--- src/rtl/snoop_bus_arbiter.sv ---
// Round-robin arbiter and transaction sequencer for the shared snoop bus.
// Holds a one-hot grant until bus_done, with a watchdog that forces release.
module snoop_bus_arbiter #(
    parameter int NUM_REQ        = 4,
    parameter int TIMEOUT_CYCLES = 255
) (
    input  logic               clk,
    input  logic               rst,
    input  logic [NUM_REQ-1:0] req,
    input  logic               bus_done,
    output logic [NUM_REQ-1:0] gnt,
    output logic               bus_start,
    output logic               busy,
    output logic               timeout_err
);
    localparam int IW = (NUM_REQ > 1) ? $clog2(NUM_REQ) : 1;
    localparam int CW = (TIMEOUT_CYCLES > 0) ? $clog2(TIMEOUT_CYCLES + 1) : 1;
    localparam logic [CW-1:0] TMAX = CW'(TIMEOUT_CYCLES);
    localparam logic [IW-1:0] LAST = IW'(NUM_REQ - 1);

    typedef enum logic [1:0] {IDLE, ADDR, WAIT} state_t;

    state_t               state, state_n;
    logic [IW-1:0]        winner, winner_n, ptr, ptr_n, ptr_adv, pick_base, pick_idx;
    logic [CW-1:0]        cnt, cnt_n;
    logic [NUM_REQ-1:0]   gnt_q, pick_mask;
    logic                 expire, end_txn, pick_any;

    // First set bit of m scanning b, b+1, ... with wrap.
    function automatic logic [IW-1:0] rr_pick(input logic [NUM_REQ-1:0] m,
                                              input logic [IW-1:0] b);
        logic [2*NUM_REQ-1:0] dbl;
        logic                 found;
        int                   s;
        dbl     = {m, m} >> b;
        found   = 1'b0;
        rr_pick = b;
        for (int k = 0; k < NUM_REQ; k++) begin
            if (!found && dbl[k]) begin
                found = 1'b1;
                s     = int'(b) + k;
                if (s >= NUM_REQ) s = s - NUM_REQ;
                rr_pick = IW'(s);
            end
        end
    endfunction

    assign expire    = (TIMEOUT_CYCLES != 0) && (state != IDLE) && (cnt == TMAX);
    assign end_txn   = (state != IDLE) && (bus_done || expire);
    assign ptr_adv   = (winner == LAST) ? '0 : winner + 1'b1;
    // The finishing winner's bit is masked so it cannot win back-to-back.
    assign pick_mask = (state == IDLE) ? req : (req & ~gnt_q);
    assign pick_base = (state == IDLE) ? ptr : ptr_adv;
    assign pick_any  = |pick_mask;
    assign pick_idx  = rr_pick(pick_mask, pick_base);

    always_ff @(posedge clk) begin
        if (rst) begin
            state  <= IDLE;
            winner <= '0;
            ptr    <= '0;
            cnt    <= '0;
            gnt_q  <= '0;
        end else begin
            state  <= state_n;
            winner <= winner_n;
            ptr    <= ptr_n;
            cnt    <= cnt_n;
            gnt_q  <= (state_n != IDLE) ? (NUM_REQ'(1) << winner_n) : '0;
        end
    end

    always_comb begin
        state_n  = state;
        winner_n = winner;
        ptr_n    = ptr;
        cnt_n    = cnt;
        case (state)
            IDLE: begin
                if (pick_any) begin
                    winner_n = pick_idx;
                    state_n  = ADDR;
                    cnt_n    = '0;
                end
            end
            default: begin
                if (end_txn) begin
                    ptr_n = ptr_adv;
                    cnt_n = '0;
                    if (pick_any) begin
                        winner_n = pick_idx;
                        state_n  = ADDR;
                    end else begin
                        state_n  = IDLE;
                    end
                end else begin
                    state_n = WAIT;
                    if (cnt != TMAX) cnt_n = cnt + 1'b1;
                end
            end
        endcase
    end

    always_comb begin
        gnt         = gnt_q;
        bus_start   = (state == ADDR);
        busy        = (state != IDLE);
        timeout_err = expire && !bus_done && !rst;
    end
endmodule
--- config.mk ---
export PLATFORM = sky130hd
export DESIGN_NAME = snoop_bus_arbiter
export DESIGN_NICKNAME = d
export VERILOG_FILES = /design/src/rtl/snoop_bus_arbiter.sv
export SDC_FILE = /design/constraint.sdc
export NUM_CORES = 1
export LEC_CHECK = 0
export BUFFER_PORTS_ARGS = -buffer_cell sky130_fd_sc_hd__buf_2
export CELL_PAD_IN_SITES_DETAIL_PLACEMENT = 1
export CELL_PAD_IN_SITES_GLOBAL_PLACEMENT = 2
export CORE_AREA = 5 5 56 63
export CTS_BUF_LIST = sky130_fd_sc_hd__clkbuf_4
export CTS_CLUSTER_SIZE = 40
export DETAILED_ROUTE_END_ITERATION = 6
export DIE_AREA = 0 0 61 68
export PLACE_DENSITY = 0.82
export SYNTH_ARGS = -nofsm -noshare
export SYNTH_HDL_FRONTEND = slang
export SYNTH_SLANG_ARGS = --single-unit
export TNS_END_PERCENT = 50
--- constraint.sdc ---
create_clock -name clk -period 3.11 [get_ports clk]
set_input_delay 0.4665 -clock clk [delete_from_list [all_inputs] [get_ports clk]]
set_output_delay 0.4665 -clock clk [all_outputs]
set_load 0.01 [all_outputs]
==> results.py <==
metrics = {
    "setup_path": {
        "startpoint_type": "flip-flop",
        "crit_path_max_fanout": 5,
        "crit_type": "flip-flop to output pin",
        "critPathSlowestCell": "dfxtp_1",
        "cp_cell_sequence": "ha_1 > nand3_2 > nor3_1 > nor3b_1 > buf_2",
        "slowest_delay_ps": 410,
        "setup.worst_path.end_class": "output pin",
        "arrival_ps": 1730,
        "cp.required_ps": 2640,
    },
    "placed_design": {
        "dp_cells": 164,
        "io_buffers": 13,
        "routabilityCongestion": 0.8458,
        "dp_hpwl_um": 1946,
    },
    "routing": {
        "vias": 915,
        "drc_errors": 0,
        "first_pass_iters": 4,
        "first_iter_violations": 45,
        "antenna_left": 0,
        "drt_wl_total_um": 2391,
        "vias_per_cell": 5.446,
        "post_drt_wl_per_cell_um": 14.23,
    },
    "run": {
        "cap_violations": 0,
    },
    "yosys": {
        "async_reset_ff_share_pct": 0,
        "synth_top_family_by_area": "simple AND/OR/NAND/NOR gates",
        "synth_cell_types": 38,
        "synthXorXnorAreaFrac_pct": 0.9056,
        "syn_nets": 129,
        "synth-seq-area-share_pct": 37.26,
        "ys.flop_type": "dfxtp_1",
        "synthAdderAreaFrac_pct": 2.587,
        "synth_simple_gate_area_share_pct": 27.55,
        "ys_ff_latch": 18,
        "synth_mux_area_share_pct": 6.856,
        "syn_area_um2": 967.2,
        "synth_compound_area_share_pct": 21.35,
        "synth-edff-count": 0,
        "ys_warn_count": 0,
        "avgSynthCellArea_um2": 8.060,
        "synthCells": 120,
    },
    "global_route": {
        "grt_pass1_vias": 896,
        "antenna_found_initial": 0,
        "grt_max_degree": 11,
        "grt_pass1_wl_um": 4077,
        "grt_usage_pct": 13.03,
        "grt_overflow": 0,
    },
    "clock_network": {
        "postCtsSetupBuffers": 0,
        "cts_buffers": 3,
        "clock_sinks": 18,
        "cts_tree": "built",
        "post_cts_resize_count": 0,
        "cts_buffer_depth": 2,
        "cts-root-buf": "clkbuf_4",
        "htreeDepth": 1,
        "path_clk_slew_ps": 110,
        "postCtsHoldBufs": 0,
        "clock_latency_ps": 290,
    },
    "cells_and_area": {
        "nNetsFinal": 144,
        "final_util_pct": 37.45,
        "drive_gt1_share_pct": 17.16,
        "syn2layout_area_growth_pct": 11.90,
        "stdcell_count": 168,
        "num_antenna_cells": 0,
        "nFillCells": 361,
    },
    "power": {
        "p_per_area_mw_per_mm2": 483.0,
        "ir_worst_vdd_mv": 0.2202,
        "p_leak_nw": 0.4325,
    },
    "timing": {
        "tightest_slew_ps": 448.6,
        "slew_violations": 0,
        "rsz0062_at_grt": "false",
        "hold_violations": 0,
        "layout_min_cycle_time_ps": 2195,
        "fmax_ghz": 0.4556,
        "min_period_over_period_pct": 70.58,
        "fin_worst_skew_ps": 4.506,
        "relSlewSlack_pct": 69.62,
        "tns_ps": 0,
        "setup_viol": 0,
    },
    "die": {
        "io-pin-count": 14,
        "dieArea_mm2": 0.004148,
        "rows": 21,
        "die_h_um": 68,
        "die_w_um": 61,
        "start_util_pct": 33.46,
        "coreArea_mm2": 0.002890,
    },
    "status": {
        "outcome": "completed",
    },
    "min_path": {
        "hp-class": "input port to flip-flop",
    },
}
[metrics by stage]
stage	hold WS, ps	setup slack, ps	power (mW)	cell area, µm²
finish	447.3	915.0	0.5228	1082
global route	444.3	748.7	0.5625	1082
CTS	440.4	870.5	0.5300	1082
detailed placement	463.2	1041	0.4103	1056
global placement	456.3	1051	0.4076	1056
floorplan	436.6	1271	0.3711	967.2
[report_power, final]
group	switching, mW	internal, mW	leakage, nW
clock	0.0712	0.0466	0.0154
sequential	0.0167	0.249	0.147
combinational	0.0810	0.0586	0.270
total	0.169	0.354	0.433
[worst paths after layout]
kind | from | endpoint | slack (ps) | depth (start not counted)
max | cnt[0] | timeout_err | 920 | 5
min | rst | cnt[0] | 450 | 2
max reg2reg | cnt[0] | winner[0] | 1020 | 7
min reg2reg | cnt[7] | cnt[7] | 470 | 1
[metal layers]
metal / wire, µm / up-vias / GRT usage, %
met5: 0 / - / 0
met4: 23 / 0 / 4.878
met3: 73 / 4 / 2.264
met2: 1197 / 19 / 22.19
met1: 1098 / 434 / 16.18
li1: - / 458 / -
[logic make-up after synthesis]
| logic type | after synthesis |
|---|---|
| xor gates and xnor gates | 1 |
| buffers and inverters | 7 |
| DFF | 18 |
| adders and majority gates | 2 |
| AOI/OAI and AO/OA | 33 |
| and+or+nand+nor | 53 |
| muxes | 6 |
[cells in the final DEF, fill, tap and decap left out, types with 2 or more instances in the layout]
| master | n |
|---|---|
| dfxtp_1 | 18 |
| nand2_1 | 17 |
| nor2_1 | 14 |
| buf_2 | 13 |
| o21ai_0 | 9 |
| o21ai_1 | 8 |
| a21oi_1 | 4 |
| mux2i_1 | 4 |
| inv_1 | 3 |
| or3_1 | 3 |
| nand3_1 | 3 |
| clkbuf_4 | 3 |
| or2_1 | 2 |
| nor2b_1 | 2 |
| nand3_2 | 2 |
| nor3_1 | 2 |
| and2_1 | 2 |
| a211oi_1 | 2 |
| nand2b_1 | 2 |
| ha_1 | 2 |
[flip-flops by register name, indices dropped and copies added (netlist names)]
signal  flops
cnt         8
gnt         4
ptr         2
state       2
winner      2
[Yosys cell counts, types with 2 or more instances]
cell | number | share of area [%]
nand3_2 | 2 | 2.1
clkbuf_1 | 2 | 0.78
nand2b_1 | 2 | 1.3
inv_1 | 3 | 1.2
nand3_1 | 3 | 1.6
mux2i_1 | 4 | 4.1
and2_1 | 2 | 1.3
o21ai_1 | 8 | 4.1
nor2_1 | 14 | 5.4
o21ai_0 | 9 | 4.7
ha_1 | 2 | 2.6
or3_1 | 3 | 1.9
dfxtp_1 | 18 | 37
a211oi_1 | 2 | 1.6
nor3_1 | 2 | 1.0
nor2b_1 | 2 | 1.3
a21oi_1 | 4 | 2.1
nand2_1 | 17 | 6.6
or2_1 | 2 | 1.3
[final cells by class]
class	count	area, µm²	area share, %
Clock buffer	3	22.52	2.081
Clock inverter	1	3.754	0.3468
Inverter	4	15.01	1.387
Multi-Input combinational cell	95	573.1	52.95
Sequential cell	18	360.3	33.29
Tap cell	34	42.54	3.931
Timing Repair Buffer	13	65.06	6.012
[critical path: cells and delay by family (launching register included)]
family,cells,cell delay (ps)
flip-flops,1,410
AND/OR/NAND/NOR,3,640
adder cells (fa/ha/maj),1,230
buffers and inverters,1,160
(Power assumes the default switching activity.)
